`src/rtl/npc_bp_if.sv`:
```
// Bundle of fetch-side and EX-side signals between the pipeline and the next-PC unit.
interface npc_bp_if #(
    parameter int unsigned WIDTH = 32
);
    // fetch side
    logic             stall;
    logic [31:0]      if_instr;
    logic [WIDTH-1:0] pc;
    logic             pred_taken;

    // EX resolution side
    logic             ex_valid;
    logic [WIDTH-1:0] ex_pc;
    logic [2:0]       ex_npcop;
    logic [25:0]      ex_imm;
    logic [4:0]       ex_rt;
    logic [WIDTH-1:0] ex_rd1;
    logic             ex_zero;
    logic             ex_pred_taken;

    // redirect / statistics
    logic             flush;
    logic [15:0]      mispred_cnt;

    // pipeline side: drives fetch/EX info, consumes pc and redirect
    modport master (
        output stall, if_instr, ex_valid, ex_pc, ex_npcop, ex_imm,
               ex_rt, ex_rd1, ex_zero, ex_pred_taken,
        input  pc, pred_taken, flush, mispred_cnt
    );

    // next-PC unit side
    modport slave (
        input  stall, if_instr, ex_valid, ex_pc, ex_npcop, ex_imm,
               ex_rt, ex_rd1, ex_zero, ex_pred_taken,
        output pc, pred_taken, flush, mispred_cnt
    );
endinterface

```
`src/rtl/npc_bp.sv`:
```
// Next-PC unit: PC register, 2-bit counter direction predictor at fetch,
// branch resolution in EX with one-cycle redirect/flush, mispredict counter.
module npc_bp #(
    parameter int unsigned     WIDTH     = 32,
    parameter int unsigned     BHT_DEPTH = 16,
    parameter logic [WIDTH-1:0] RESET_PC = WIDTH'(32'h0000_3000)
) (
    input logic      clk,
    input logic      rst,
    npc_bp_if.slave  bus
);
    localparam int unsigned IDX = $clog2(BHT_DEPTH);

    typedef enum logic [2:0] {
        OP_PLUS4  = 3'd0,
        OP_BEQ    = 3'd1,
        OP_BNE    = 3'd2,
        OP_JUMP   = 3'd3,
        OP_REG    = 3'd4,
        OP_BLEZ   = 3'd5,
        OP_BGTZ   = 3'd6,
        OP_REGIMM = 3'd7
    } npc_op_e;

    logic [WIDTH-1:0] pc_q;
    logic [1:0]       ctr_q [BHT_DEPTH];
    logic [15:0]      mispred_q;

    // fetch-side combinational signals
    logic             f_cond_c;
    logic             f_jump_c;
    logic [IDX-1:0]   f_idx_c;
    logic             f_pred_c;
    logic [WIDTH-1:0] f_pc4_c;
    logic [WIDTH-1:0] f_boff_c;
    logic [WIDTH-1:0] f_next_c;

    // EX-side combinational signals
    logic             ex_cond_c;
    logic             ex_reg_c;
    logic             ex_taken_c;
    logic             ex_neg_c;
    logic             ex_rd1_zero_c;
    logic [IDX-1:0]   ex_idx_c;
    logic [WIDTH-1:0] ex_seq_c;
    logic [WIDTH-1:0] ex_boff_c;
    logic [WIDTH-1:0] ex_target_c;
    logic             redirect_c;
    logic [WIDTH-1:0] pc_next_c;

    // upper immediate bits only matter to the jump path, which never redirects
    logic unused_imm_hi;
    assign unused_imm_hi = ^bus.ex_imm[25:16];

    // Fetch decode and prediction from the counter table.
    always_comb begin
        f_cond_c = 1'b0;
        f_jump_c = 1'b0;
        case (bus.if_instr[31:26])
            6'b000001,
            6'b000100,
            6'b000101,
            6'b000110,
            6'b000111: f_cond_c = 1'b1;
            6'b000010,
            6'b000011: f_jump_c = 1'b1;
            default: ;
        endcase
        f_idx_c  = pc_q[IDX+1:2];
        f_pred_c = (f_cond_c & ctr_q[f_idx_c][1]) | f_jump_c;
    end

    // Fetch-side next PC: jump region target, predicted branch target, or pc+4.
    always_comb begin
        f_pc4_c  = pc_q + WIDTH'(4);
        f_boff_c = {{(WIDTH-18){bus.if_instr[15]}}, bus.if_instr[15:0], 2'b00};
        if (f_jump_c) begin
            f_next_c = (f_pc4_c & ~WIDTH'(28'hFFF_FFFF))
                     | WIDTH'({bus.if_instr[25:0], 2'b00});
        end else if (f_cond_c & f_pred_c) begin
            f_next_c = f_pc4_c + f_boff_c;
        end else begin
            f_next_c = f_pc4_c;
        end
    end

    // EX resolution: actual direction and architectural target.
    always_comb begin
        ex_cond_c     = 1'b0;
        ex_reg_c      = 1'b0;
        ex_taken_c    = 1'b0;
        ex_neg_c      = bus.ex_rd1[WIDTH-1];
        ex_rd1_zero_c = (bus.ex_rd1 == '0);
        ex_idx_c      = bus.ex_pc[IDX+1:2];
        case (npc_op_e'(bus.ex_npcop))
            OP_BEQ: begin
                ex_cond_c  = 1'b1;
                ex_taken_c = bus.ex_zero;
            end
            OP_BNE: begin
                ex_cond_c  = 1'b1;
                ex_taken_c = ~bus.ex_zero;
            end
            OP_BLEZ: begin
                ex_cond_c  = 1'b1;
                ex_taken_c = ex_neg_c | ex_rd1_zero_c;
            end
            OP_BGTZ: begin
                ex_cond_c  = 1'b1;
                ex_taken_c = ~ex_neg_c & ~ex_rd1_zero_c;
            end
            OP_REGIMM: begin
                ex_cond_c = 1'b1;
                case (bus.ex_rt)
                    5'd0:    ex_taken_c = ex_neg_c;
                    5'd1:    ex_taken_c = ~ex_neg_c;
                    default: ex_taken_c = 1'b0;
                endcase
            end
            OP_REG: ex_reg_c = 1'b1;
            default: ;
        endcase
    end

    // Redirect decision and EX target selection.
    always_comb begin
        ex_seq_c  = bus.ex_pc + WIDTH'(4);
        ex_boff_c = {{(WIDTH-18){bus.ex_imm[15]}}, bus.ex_imm[15:0], 2'b00};
        if (ex_reg_c) begin
            ex_target_c = bus.ex_rd1;
        end else if (ex_cond_c & ex_taken_c) begin
            ex_target_c = ex_seq_c + ex_boff_c;
        end else begin
            ex_target_c = ex_seq_c;
        end
        redirect_c = bus.ex_valid
                   & ((ex_cond_c & (ex_taken_c != bus.ex_pred_taken)) | ex_reg_c);
    end

    // Next PC priority: redirect over stall over fetch prediction.
    always_comb begin
        if (redirect_c) begin
            pc_next_c = ex_target_c;
        end else if (bus.stall) begin
            pc_next_c = pc_q;
        end else begin
            pc_next_c = f_next_c;
        end
    end

    // PC register.
    always_ff @(posedge clk or posedge rst) begin
        if (rst) begin
            pc_q <= RESET_PC;
        end else begin
            pc_q <= pc_next_c;
        end
    end

    // Counter table training on resolved conditional branches; ignores stall.
    always_ff @(posedge clk or posedge rst) begin
        if (rst) begin
            for (int i = 0; i < int'(BHT_DEPTH); i++) begin
                ctr_q[i] <= 2'b01;
            end
        end else if (bus.ex_valid & ex_cond_c) begin
            if (ex_taken_c) begin
                if (ctr_q[ex_idx_c] != 2'b11) begin
                    ctr_q[ex_idx_c] <= ctr_q[ex_idx_c] + 2'd1;
                end
            end else begin
                if (ctr_q[ex_idx_c] != 2'b00) begin
                    ctr_q[ex_idx_c] <= ctr_q[ex_idx_c] - 2'd1;
                end
            end
        end
    end

    // Saturating redirect counter.
    always_ff @(posedge clk or posedge rst) begin
        if (rst) begin
            mispred_q <= 16'd0;
        end else if (redirect_c && (mispred_q != 16'hFFFF)) begin
            mispred_q <= mispred_q + 16'd1;
        end
    end

    assign bus.pc          = pc_q;
    assign bus.pred_taken  = f_pred_c;
    assign bus.flush       = redirect_c;
    assign bus.mispred_cnt = mispred_q;

endmodule

```
`src/flat_wrapper.sv`:
```
// flat-port wrapper written by rule: the top's interface ports become plain ports
module npc_bp_flat 
#(
    parameter int unsigned     WIDTH     = 32,
    parameter int unsigned     BHT_DEPTH = 16,
    parameter logic [WIDTH-1:0] RESET_PC = WIDTH'(32'h0000_3000)
)
  (clk, rst, bus_stall, bus_if_instr, bus_ex_valid, bus_ex_pc, bus_ex_npcop, bus_ex_imm, bus_ex_rt, bus_ex_rd1, bus_ex_zero, bus_ex_pred_taken, bus_pc, bus_pred_taken, bus_flush, bus_mispred_cnt);
  npc_bp_if #(.WIDTH(WIDTH)) bus_i ();
  input logic clk;
  input logic rst;
  input wire logic [$bits(bus_i.stall)-1:0] bus_stall;
  input wire logic [$bits(bus_i.if_instr)-1:0] bus_if_instr;
  input wire logic [$bits(bus_i.ex_valid)-1:0] bus_ex_valid;
  input wire logic [$bits(bus_i.ex_pc)-1:0] bus_ex_pc;
  input wire logic [$bits(bus_i.ex_npcop)-1:0] bus_ex_npcop;
  input wire logic [$bits(bus_i.ex_imm)-1:0] bus_ex_imm;
  input wire logic [$bits(bus_i.ex_rt)-1:0] bus_ex_rt;
  input wire logic [$bits(bus_i.ex_rd1)-1:0] bus_ex_rd1;
  input wire logic [$bits(bus_i.ex_zero)-1:0] bus_ex_zero;
  input wire logic [$bits(bus_i.ex_pred_taken)-1:0] bus_ex_pred_taken;
  output wire logic [$bits(bus_i.pc)-1:0] bus_pc;
  output wire logic [$bits(bus_i.pred_taken)-1:0] bus_pred_taken;
  output wire logic [$bits(bus_i.flush)-1:0] bus_flush;
  output wire logic [$bits(bus_i.mispred_cnt)-1:0] bus_mispred_cnt;
  assign bus_i.stall = bus_stall;
  assign bus_i.if_instr = bus_if_instr;
  assign bus_i.ex_valid = bus_ex_valid;
  assign bus_i.ex_pc = bus_ex_pc;
  assign bus_i.ex_npcop = bus_ex_npcop;
  assign bus_i.ex_imm = bus_ex_imm;
  assign bus_i.ex_rt = bus_ex_rt;
  assign bus_i.ex_rd1 = bus_ex_rd1;
  assign bus_i.ex_zero = bus_ex_zero;
  assign bus_i.ex_pred_taken = bus_ex_pred_taken;
  assign bus_pc = bus_i.pc;
  assign bus_pred_taken = bus_i.pred_taken;
  assign bus_flush = bus_i.flush;
  assign bus_mispred_cnt = bus_i.mispred_cnt;
  npc_bp #(.WIDTH(WIDTH), .BHT_DEPTH(BHT_DEPTH), .RESET_PC(RESET_PC)) u_core (.clk(clk), .rst(rst), .bus(bus_i));
endmodule
```
`config.mk`:
```
export PLATFORM = sky130hd
export DESIGN_NAME = npc_bp_flat
export DESIGN_NICKNAME = d
export VERILOG_FILES = /design/src/rtl/npc_bp_if.sv /design/src/rtl/npc_bp.sv /design/src/flat_wrapper.sv
export SDC_FILE = /design/constraint.sdc
export NUM_CORES = 1
export LEC_CHECK = 0
export BUFFER_PORTS_ARGS = -buffer_cell sky130_fd_sc_hd__buf_2
export CORE_MARGIN = 1.5
export CORE_UTILIZATION = 63
export CTS_BUF_LIST = sky130_fd_sc_hd__clkbuf_2 sky130_fd_sc_hd__clkbuf_4 sky130_fd_sc_hd__clkbuf_8
export CTS_CLUSTER_DIAMETER = 60
export DETAILED_ROUTE_END_ITERATION = 12
export GPL_TIMING_DRIVEN = 0
export PLACE_DENSITY = 0.95
export SLEW_MARGIN = 15
export SYNTH_ARGS = -nofsm -noshare
export SYNTH_HDL_FRONTEND = slang
export SYNTH_SLANG_ARGS = --single-unit
```
`constraint.sdc`:
```
create_clock -name clk -period 6 [get_ports clk]
set_input_delay 0.6 -clock clk [delete_from_list [all_inputs] [get_ports clk]]
set_output_delay 0.6 -clock clk [all_outputs]
set_load 0.05 [all_outputs]
```
* Word level (Yosys, flattened, before mapping)
Index checks and enable logic that the tools add are counted.
** Word-level totals
- Register bits after elaboration :: 80
- Output and inout port bits :: 50
- Logic and storage cells :: 98
** Operators by class
- Add/subtract/negate cells :: 7
- $lt $le $gt $ge :: 3
- Eq/ne operators :: 19
- Muxes and demuxes :: 25
- Bitwise gates (word level) :: 16
- Reduce and logical (&&, ||, !) cells :: 10
** Operators by type and width (number)
- two-way mux 32 bit :: 9
- adder 32 x 3 -> 32 bit (second input constant) :: 2
- adder 32 bit :: 2
- bitwise mux 32 bit :: 2
- zero test 32 bit :: 1
- OR 32 x 28 -> 32 bit :: 1
- == test 6 x 3 -> 1 bit (second input constant) :: 4
- adder 16 x 1 -> 16 bit (second input constant) :: 1
- binary-select mux 2 bit (select 4 bit) :: 2
- inequality test 16 bit (second input constant) :: 1
- == test 3 bit (second input constant) :: 4
- == test 6 x 2 -> 1 bit (second input constant) :: 2
- greater-or-equal comparator 5 bit (second input constant) :: 2
- two-way mux 2 bit :: 5
- NOT 4 -> 5 bit :: 2
- OR reduction 5 bit :: 2
- demux 2 bit (select 4 bit) :: 1
- bitwise AND 1 bit :: 7
- == test 6 x 1 -> 1 bit (second input constant) :: 1
- == test 5 x 1 -> 1 bit (second input constant) :: 1
- zero test 5 bit :: 1
- less-than comparator 5 x 1 -> 1 bit (second input constant) :: 1
- one-hot mux 1 bit (5 select lines) :: 1
- two-way mux 1 bit :: 4
- other kinds (14) :: 21

* Longest topological paths before layout
Gate-level depths: netlist of the first run.
- Depth in word-level cells :: 11
- Depth in mapped cells :: 20
- Mapped depth without buffers :: 19

* Worst setup path before layout of the first run
No wires, ideal clock.
- Path kind :: register -> register
- Start :: reg u_core.pc_q[7] (netlist: u_core.bus.pc[7])
- End :: reg u_core.pc_q[31] (netlist: u_core.bus.pc[31])
- Arrival time :: 4.231 ns
- Setup slack :: 1.687 ns
- Stages on the path, launching flop included :: 20
- Path buffers :: 0
- Clock period less this slack :: 4.313 ns
- Cells stage by stage :: dfrtp_1 and4_1 and4_1 nand3_1 or3_1 inv_1 nand2_1 xnor2_1 ha_1 nand2_1 nor3_1 nand3_1 o2111ai_1 and4_1 nor3_2 a21oi_1 mux2i_1 xnor2_1 or3_1 a31oi_1
** On the way
- Cells in the longest elaborated chain, start to end :: 6
- Elaborated cells on any way between the ends :: 7
- Those cells by class :: add/sub: 2; mux: 4; bitwise: 1
** Ends and longest elaborated chain
- from (decl) :: line npc_bp.sv:25 : logic [WIDTH-1:0] pc_q;
- from (signal assigned) :: line npc_bp.sv:156 : pc_q <= pc_next_c;
- adder 32 x 3 -> 32 bit * :: line npc_bp.sv:75 : f_pc4_c = pc_q + WIDTH'(4);
- adder 32 bit :: line npc_bp.sv:81 : f_next_c = f_pc4_c + f_boff_c;
- two-way mux 32 bit :: line npc_bp.sv:80 : end else if (f_cond_c & f_pred_c) begin
- two-way mux 32 bit * :: line npc_bp.sv:77 : if (f_jump_c) begin
- two-way mux 32 bit * :: line npc_bp.sv:144 : end else if (bus.stall) begin
- two-way mux 32 bit * :: line npc_bp.sv:142 : if (redirect_c) begin
Mark *: on every way between the ends. The rest lies on a longest branch, timed or not. The select of a mux whose other input is x is not followed.
A chain may end at the register's enable or synchronous reset.

* Worst setup path in the final report of the first run
- Start :: in bus_ex_pc[4]
- End :: reg u_core.pc_q[31] (netlist: u_core.bus.pc[31])
** On the way
- Cells in the longest elaborated chain, start to end :: 5
** Ends and longest elaborated chain
- from (decl) :: line flat_wrapper.sv:15 : input wire logic [$bits(bus_i.ex_pc)-1:0] bus_ex_pc;
- adder 32 x 3 -> 32 bit * :: line npc_bp.sv:127 : ex_seq_c = bus.ex_pc + WIDTH'(4);
- adder 32 bit :: line npc_bp.sv:132 : ex_target_c = ex_seq_c + ex_boff_c;
- two-way mux 32 bit * :: line npc_bp.sv:131 : end else if (ex_cond_c & ex_taken_c) begin
- two-way mux 32 bit * :: line npc_bp.sv:129 : if (ex_reg_c) begin
- two-way mux 32 bit * :: line npc_bp.sv:142
Mark *: on every way between the ends. The rest lies on a longest branch, timed or not.

==> results.py, run 1 <==
metrics = {
    "floorplan": {
        "initial_core_util": 0.6423,
        "ios": 186,
        "die_x_um": 124.5,
        "core_area_sq_um": 14480,
        "dieArea_sq_um": 15500,
        "fp.dieH_um": 124.5,
        "rows": 44,
    },
    "logic_synthesis": {
        "synth_top_flop_cell": "dfrtp_1",
        "synth_edf_count": 0,
        "avgSynthCellArea_sq_um": 7.997,
        "synthesis.instances": 1163,
        "yosys_warnings": 0,
        "synthTopCellsByCount": "133 x nand2_1, 96 x nor2_1, 88 x o21ai_0, 86 x a21oi_1, 78 x ha_1",
        "yosysMostFrequentCell": "nand2_1",
        "seq_area_frac_synth": 0.2177,
        "synthDominantCellAreaShare": 0.1668,
        "ys_async_sr_fraction": 1.000,
        "synth.cell_area_sq_um": 9300,
        "yosys.cell_types.count": 78,
        "post-synth-top-area-cell": "dfrtp_1",
        "yosys-top-cells-area": "dfrtp_1 17%, ha_1 10%, xnor2_1 7.1%",
        "ys_seq_elements": 80,
        "synth_nets": 1379,
    },
    "route": {
        "wirelength_mm": 30.43,
        "firstDrtPassIters": 6,
        "wire_per_inst_um": 19.80,
        "ant_nets": 0,
        "num_vias": 10280,
        "avgViaCountPerCell": 6.686,
        "drc": 0,
        "drt-initial-drc-count": 1336,
    },
    "timing": {
        "hold_violations": 0,
        "drv_slew": 0,
        "final.period_utilization": 0.8312,
        "rsz0062_at_grt": "false",
        "slew_headroom": 0.1459,
        "fin_tns_setup_ns": 0,
        "post-route-min-period_ns": 4.987,
        "clock.fmax_ghz": 0.2005,
        "max_slew.worst_pin.slew_ns": 1.271,
        "fin_skew_ns": 0.01600,
        "finalSetupViolations": 0,
    },
    "clock_tree": {
        "cts_buffers": 9,
        "ctsHtreeMaxLevel": 3,
        "cts-root-buf": "clkbuf_8",
        "clk_pin_slew_ns": 0.10,
        "cts_resized": 0,
        "cts.sinks": 80,
        "cts_tree": "yes",
        "ctsHoldBuffers": 0,
        "postCtsSetupBuffers": 0,
        "cts_buffer_depth": 2,
        "worstSkewPairLatency_ns": 0.37,
    },
    "worst_hold_path": {
        "min_path_type": "in2async",
    },
    "global_routing": {
        "grt_util_all_layers": 0.3866,
        "grtUsageMet2": 0.6238,
        "antenna_found_initial": 0,
        "grtUsageMet3": 0.09321,
        "grt_pass1_vias": 9660,
        "grt_max_degree": 66,
        "grt_pass1_wl_mm": 48.72,
        "grt.overflow.total": 0,
        "gr-usage-met1": 0.4890,
        "grt_most_used_layer": "met2",
    },
    "worst_setup_path": {
        "worstPathRequired_ns": 6.23,
        "critPathMaxStageDelay_ns": 0.59,
        "worstSetupPathType": "in2reg",
        "crit_path_start_kind": "input pin",
        "crit_slowest_cell": "nor4b_2",
        "cp.arrival_ns": 5.21,
        "path_cells": "buf_2 -> and2_1 -> buf_2 -> nand4_1 -> nor4b_2 -> nand2_1 -> xnor2_1 -> ha_1 -> clkbuf_1 -> a21o_1 -> a21o_1 -> a21oi_1 -> nand4_1 -> o211a_1 -> o21a_1 -> o21a_1 -> mux2i_1 -> and3_1 -> nor4_1 -> a31oi_1",
        "cp_max_fo": 9,
        "cp-end-kind": "register",
    },
    "power_and_ir_drop": {
        "power_density_nw_per_um2": 311.3,
        "max-vdd-ir-drop_mv": 0.3607,
        "finalPower_mw": 3.304,
        "leakagePower_nw": 4.740,
    },
    "layout": {
        "seqCellArea_sq_um": 2024,
        "fillers": 1104,
        "final_util": 0.7330,
        "n_antenna_cell": 0,
        "stdcell_area_sq_um": 10610,
        "drive_above_1_share": 0.1929,
        "area_delta_synth_final_pct": 14.11,
        "fin_nets": 1564,
        "multi_input_comb_area_sq_um": 6948,
    },
    "run": {
        "maxCapViolCount": 0,
    },
    "status": {
        "status": "complete, no violations",
    },
    "placed_design": {
        "gp_congestion": 0.9666,
        "io_buffers": 173,
        "dp_hpwl_mm": 24.34,
        "dpl_cell_area_sq_um": 10430,
    },
}
power by group:
part,leakage [nW],switching [mW],internal [mW]
clock network,0.0948,0.216,0.170
logic,3.68,1.24,0.746
registers,0.960,0.194,0.737
path summary, 6_finish.rpt:
kind,startpoint,endpoint,slack [ns],depth (start not counted)
min in group clk,register,register,0.48,2
worst min register to register,register,register,0.48,2
max in group asynchronous,rst,u_core.bus.pc[13],5.21,3
worst min-delay path,rst,u_core.bus.mispred_cnt[4],0.15,2
worst max-delay path,bus_ex_pc[4],u_core.bus.pc[31],1.01,20
worst max register to register,u_core.bus.pc[3],u_core.bus.pc[31],1.19,19
logic make-up (layout without fill, tap and decap cells):
logic type	count (synthesis)	count (layout)	share of synthesized area
xor+xnor	111	111	0.1045
simple gates	404	404	0.2081
compound gates	355	355	0.2489
flops	80	80	0.2177
fa+ha+maj	80	80	0.1092
buf+inv	82	272	0.03525
mux	51	51	0.07628
critical path: cells and delay by family:
family / cells / cell delay, ns
multiplexers: 1 / 0.13
AO/OA/AOI/OAI: 7 / 1.32
buffers and inverters: 3 / 0.58
AND/OR/NAND/NOR: 7 / 1.94
XOR/XNOR: 1 / 0.34
adder cells (fa/ha/maj): 1 / 0.31
metrics by stage:
stage / hold slack, ns / std cells / worst slack, ns
after floorplan: 0.4558 / 1163 / 1.687
after global placement: 0.4623 / 1520 / 0.9811
after detailed placement: 0.4732 / 1521 / 0.8425
after CTS: 0.1574 / 1537 / 1.156
after global routing: 0.1692 / 1537 / 0.7612
final: 0.1466 / 1537 / 1.013
cell type report:
cell class,instances,share of cell area
well taps,184,0.02169
inverters,34,0.01226
clock inverters,5,0.003891
plain buffers,48,0.01886
clock buffers,11,0.01368
multi-input cells,1001,0.6547
repair buffers,174,0.08418
flip-flops and latches,80,0.1908
metal layers:
layer | routed length, um | share of wire
met2 | 13770 | 0.45
met1 | 11710 | 0.38
met5 | 0 | 0
met3 | 3539 | 0.12
met4 | 1406 | 0.046
layout by cell type, fill, tap and decap left out, drive strengths merged, types with 8 or more instances in the layout:
master	count
buf	184
o22ai	9
nor2	97
a211oi	30
mux2i	18
a21oi	87
a21o	19
and2	8
xor2	36
nand2b	9
nand4	26
a31oi	8
clkbuf	49
o21ai	89
inv	35
and4	8
xnor2	75
nand3	38
nor2b	9
a311oi	12
nor3	23
o21bai	13
nor4	12
nand2	133
o21a	13
dfrtp	62
mux2	19
ha	78
mux4	14
and3	24
o211ai	21
dfstp	18
Power figures use the tool's default switching activity.
==> inputs of run 2 (changes only) <==
CORE_UTILIZATION = 58   (was 63)
PLACE_DENSITY = 0.89   (was 0.95)
clock period = 5 ns   (was 6 ns; I/O delays follow)
==> run 2 against run 1 <==
Design area rose by 1.0%. Sequential share of layout area decreased by 0.17 points. First-iteration DRC count shrank 23%. Via count is 1.3% lower. Global-route usage is 3.0 points lower. Sequential power rose by 20%. Critical path depth down 4. Critical path type unchanged. Largest cell class unchanged.
==> results.py, run 2 (synthesis gave the netlist of run 1 again) <==
metrics = {
    "floorplan": {
        "fp.dieH_um": 129.6,
        "dieArea_sq_um": 16800,
        "ios": 186,
        "initial_core_util": 0.5897,
        "rows": 46,
        "core_area_sq_um": 15770,
        "die_x_um": 129.6,
    },
    "clock_tree": {
        "clk_pin_slew_ns": 0.09,
        "cts-root-buf": "clkbuf_8",
        "worstSkewPairLatency_ns": 0.36,
        "cts_buffers": 9,
        "ctsHoldBuffers": 0,
        "ctsHtreeMaxLevel": 3,
        "cts_tree": "yes",
        "cts.sinks": 80,
        "cts_buffer_depth": 2,
    },
    "worst_setup_path": {
        "rr_startpoint": "u_core.bus.pc[7]",
        "crit_start": "bus_ex_pc[2]",
        "cp.arrival_ns": 4.90,
        "worstPathRequired_ns": 5.21,
        "cp-endpoint": "u_core.bus.pc[31]",
        "crit_path_start_kind": "input pin",
        "crit_slowest_cell": "o41ai_1",
        "cp.depth": 16,
        "reg2reg_to": "u_core.bus.pc[31]",
        "cp-end-kind": "register",
        "r2r_cells": 19,
        "path_buf_inv": 3,
        "worstSetupPathType": "in2reg",
        "critPathMaxStageDelay_ns": 0.60,
        "rrSetupSlack_ns": 0.39,
        "cp_max_fo": 10,
        "cp_top_family": "compound AO/OA/AOI/OAI gates",
        "path_cells": "buf_2 -> buf_1 -> inv_1 -> ha_1 -> ha_1 -> a211oi_1 -> nor2_1 -> o41ai_1 -> a2111oi_0 -> o211a_1 -> o21a_1 -> o21a_1 -> mux2i_1 -> and3_1 -> nor4_1 -> a31oi_1",
    },
    "layout": {
        "multi_input_comb_area_sq_um": 6993,
        "area_delta_synth_final_pct": 15.30,
        "seqCellArea_sq_um": 2027,
        "mostFrequentLayoutCells": "177 x buf_2, 133 x nand2_1, 96 x nor2_1",
        "drive_above_1_share": 0.1996,
        "fin_nets": 1565,
        "stdcell_area_sq_um": 10720,
        "fillers": 1348,
        "final_common_cell": "buf_2",
        "n_antenna_cell": 0,
    },
    "timing": {
        "finalSetupViolations": 0,
        "max_slew.worst_pin.slew_ns": 1.052,
        "rsz0062_at_grt": "false",
        "hold_violations": 0,
        "clock.fmax_ghz": 0.2131,
        "hold_ws_ns": 0.1277,
        "drv_slew": 0,
        "fin_skew_ns": 0.01384,
        "final.period_utilization": 0.9386,
        "fin_tns_setup_ns": 0,
        "slew_headroom": 0.2957,
        "post-route-min-period_ns": 4.693,
    },
    "route": {
        "met1_length_mm": 12.56,
        "num_vias": 10150,
        "top_layer": "met4",
        "dr_wl_met3_mm": 2.820,
        "avgViaCountPerCell": 6.466,
        "wirelength_mm": 30.42,
        "dr_wl_met2_mm": 13.53,
        "firstDrtPassIters": 6,
        "ant_nets": 0,
        "wire_per_inst_um": 19.39,
        "drc": 0,
        "drt-initial-drc-count": 1033,
    },
    "power_and_ir_drop": {
        "finalPower_mw": 4.012,
        "power_density_nw_per_um2": 374.1,
        "max-vdd-ir-drop_mv": 0.3917,
        "leakagePower_nw": 4.772,
    },
    "placed_design": {
        "dpl_cell_area_sq_um": 10470,
        "dp_hpwl_mm": 24.37,
        "gp_congestion": 0.9731,
        "io_buffers": 173,
    },
    "status": {
        "status": "complete, no violations",
    },
    "worst_hold_path": {
        "min_path_type": "in2async",
    },
    "global_routing": {
        "grt.overflow.total": 0,
        "grt_max_degree": 52,
        "antenna_found_initial": 0,
        "grt_pass1_vias": 9161,
        "grt_pass1_wl_mm": 46.71,
        "grt_util_all_layers": 0.3571,
    },
    "run": {
        "maxCapViolCount": 0,
    },
}
[run 2: cell type report]
cell class                      count  share of cell area
Multi-Input combinational cell   1001              0.6522
Tap cell                          216             0.02520
Sequential cell                    80              0.1890
Timing Repair Buffer              175             0.08401
Clock inverter                      4            0.005134
Buffer                             48             0.01879
Inverter                           34             0.01214
Clock buffer                       11             0.01354
[run 2: what timing repair did]
action                     CTS  global route
setup endpoints to repair    0             1
hold endpoints to repair     0             0
resized for setup            0            10
setup buffers                0             1
[run 2: how the worst min path moves through the flow]
stage / endpoint / from / cells after the start
CTS: u_core.ctr_q[5] / rst / 2
detailed placement: register / register / 2
global placement: register / register / 2
finish: u_core.bus.mispred_cnt[8] / rst / 2
floorplan: register / register / 2
global route: u_core.bus.mispred_cnt[3] / rst / 2
[run 2: where the power goes]
part | switching [mW] | total, mW | internal (mW)
Sequential | 0.234 | 1.12 | 0.886
Combinational | 1.49 | 2.39 | 0.900
Clock | 0.249 | 0.499 | 0.250
[run 2: through the flow]
step,utilization,setup WS (ns),cells
after global routing,0.6799,0.03792,1569
after detailed placement,0.6637,0.02578,1553
after floorplan,-,0.6870,1163
final,0.6799,0.3069,1569
after CTS,0.6764,0.2217,1568
after global placement,0.6618,0.09669,1552
[run 2: metal layers]
layer | vias up | track usage
met5 | - | 0
met4 | 0 | 0.1863
met3 | 114 | 0.06152
met2 | 602 | 0.5627
met1 | 4730 | 0.4715
li1 | 4699 | -
[run 2: worst register-to-register path, cell delays in order (launching register included)]
cell,delay [ns]
dfrtp_1,0.51
and4_1,0.30
and4_1,0.27
nand3_1,0.20
or3_1,0.39
inv_1,0.09
nand2_1,0.08
xnor2_2,0.18
ha_1,0.33
nand2_1,0.15
nor3_2,0.28
nand3_1,0.12
o2111ai_2,0.25
and4_1,0.26
nor3_2,0.06
a21oi_1,0.17
mux2i_1,0.27
xnor2_1,0.12
or3_1,0.32
a31oi_1,0.18
==> inputs of run 3 (changes only) <==
RECOVER_POWER = 25   (was unset)
==> run 3 against run 2 <==
The run now ends with capacitance limit, slew limit left. Total power hardly changed. Maximum frequency is 0.54% lower. Clock power is essentially flat. Clock skew grew 0.0019 ns. Critical path depth unchanged. Largest power group unchanged.
==> results.py, run 3 (synthesis gave the netlist of run 1 again) <==
metrics = {
    "status": {
        "status": "finished, violations left",
        "violations": "capacitance limit, slew limit",
    },
    "timing": {
        "rsz0062_at_grt": "false",
        "clock.fmax_ghz": 0.2119,
        "final.period_utilization": 0.9437,
        "max_slew.worst_pin.slew_ns": 2.688,
        "hold_violations": 0,
        "fin_tns_setup_ns": 0,
        "post-route-min-period_ns": 4.719,
        "finalSetupViolations": 0,
        "fin_skew_ns": 0.01570,
        "drv_slew": 52,
        "slew_headroom": -0.7918,
    },
    "floorplan": {
        "core_area_sq_um": 15770,
        "ios": 186,
        "dieArea_sq_um": 16800,
        "fp.dieH_um": 129.6,
        "rows": 46,
        "initial_core_util": 0.5897,
        "die_x_um": 129.6,
    },
    "global_routing": {
        "antenna_found_initial": 0,
        "grt_util_all_layers": 0.3571,
        "grt_max_degree": 52,
        "grt.overflow.total": 0,
        "grt_pass1_wl_mm": 46.71,
        "grt_pass1_vias": 9161,
    },
    "placed_design": {
        "gp_congestion": 0.9731,
        "io_buffers": 173,
        "dp_hpwl_mm": 24.37,
    },
    "power_and_ir_drop": {
        "leakagePower_nw": 4.753,
        "p_int_mw": 2.034,
        "power_density_nw_per_um2": 374.9,
        "p_sw_mw": 1.976,
        "max-vdd-ir-drop_mv": 0.3921,
        "p_seq_frac": 0.279,
        "p_clk_frac": 0.125,
        "finalPower_mw": 4.010,
        "p_comb_frac": 0.596,
        "p_sw_frac": 0.4927,
    },
    "worst_hold_path": {
        "min_path_type": "in2async",
    },
    "route": {
        "wire_per_inst_um": 19.43,
        "drc": 0,
        "ant_nets": 0,
        "num_vias": 10100,
        "firstDrtPassIters": 5,
        "drt-initial-drc-count": 1031,
        "wirelength_mm": 30.48,
        "avgViaCountPerCell": 6.438,
    },
    "clock_tree": {
        "cts-root-buf": "clkbuf_8",
        "worstSkewPairLatency_ns": 0.36,
        "clk_pin_slew_ns": 0.09,
        "cts_buffer_depth": 2,
        "cts_buffers": 9,
        "cts.sinks": 80,
        "ctsHtreeMaxLevel": 3,
        "cts_tree": "yes",
    },
    "layout": {
        "drive_above_1_share": 0.1981,
        "area_delta_synth_final_pct": 15.01,
        "fillers": 1354,
        "final_common_cell": "buf_2",
        "multi_input_comb_area_sq_um": 6993,
        "n_antenna_cell": 0,
        "fin_nets": 1565,
        "seqCellArea_sq_um": 2027,
        "mostFrequentLayoutCells": "176 x buf_2, 133 x nand2_1, 96 x nor2_1",
    },
    "worst_setup_path": {
        "worstSetupPathType": "in2reg",
        "reg2reg_to": "u_core.bus.pc[31]",
        "r2r_cells": 19,
        "rr_startpoint": "u_core.bus.pc[7]",
        "cp.arrival_ns": 4.93,
        "crit_path_start_kind": "input pin",
        "worstPathRequired_ns": 5.21,
        "cp_max_fo": 10,
        "cp-end-kind": "register",
        "rrSetupSlack_ns": 0.40,
    },
    "run": {
        "maxCapViolCount": 1,
    },
}
## run 3: area by class of cell
| cell class | count | share of cell area |
|---|---|---|
| clock inverter | 4 | 0.005147 |
| sequential | 80 | 0.1895 |
| tap | 216 | 0.02527 |
| clock buffer | 11 | 0.01357 |
| buffer | 48 | 0.01883 |
| timing repair buffer | 175 | 0.08188 |
| multi-input combinational | 1001 | 0.6538 |
| inverter | 34 | 0.01205 |
## run 3: worst max path at each step
stage,depth (start not counted),startpoint,slack [ns],to
floorplan,19,u_core.bus.pc[7],0.69,u_core.bus.pc[31]
finish,16,bus_ex_pc[2],0.28,u_core.bus.pc[31]
detailed placement,20,bus_ex_pc[4],0.03,u_core.bus.pc[31]
global placement,20,bus_ex_pc[4],0.1,u_core.bus.pc[31]
CTS,19,u_core.bus.pc[3],0.22,u_core.bus.pc[31]
global route,19,u_core.bus.pc[7],0.04,u_core.bus.pc[31]
## run 3: per-stage QoR
stage,hold slack (ns),area (sq um),worst slack (ns),util,cells
floorplan,0.4558,9300,0.6870,-,1163
global placement,0.4617,10440,0.09669,0.6618,1552
detailed placement,0.4726,10470,0.02578,0.6637,1553
CTS,0.1405,10670,0.2217,0.6764,1568
global route,0.4648,10700,0.03792,0.6783,1569
finish,0.3759,10700,0.2813,0.6783,1569
## run 3: power groups by stage
stage,Clock [mW],Combinational [mW],Sequential (mW)
global placement,0,2.27,1.10
CTS,0.499,2.34,1.10
finish,0.502,2.39,1.12
floorplan,0,1.42,1.39
global route,0.523,2.58,1.14
detailed placement,0,2.32,1.11
## run 3: critical path, stage by stage
cell and delay, ns:
buf_2 0.15, buf_1 0.58, inv_1 0.19, ha_1 0.40
ha_1 0.31, a211oi_1 0.26, nor2_1 0.12, o41ai_1 0.62
a2111oi_0 0.29, o211a_1 0.29, o21a_1 0.18, o21a_1 0.21
mux2i_1 0.12, and3_1 0.19, nor4_1 0.41, a31oi_1 0.08
## run 3: routing by layer
metal | wire length (um) | global-route usage | vias to the layer above
met5 | 0 | 0 | -
met2 | 13650 | 0.5627 | 585
met4 | 1427 | 0.1863 | 0
li1 | - | - | 4698
met3 | 2810 | 0.06152 | 102
met1 | 12600 | 0.4715 | 4717
## run 3: what timing repair did
action,in CTS,in global routing
setup endpoints to repair,0,1
hold buffers,0,0
buffers inserted,0,1
resized for setup,0,10
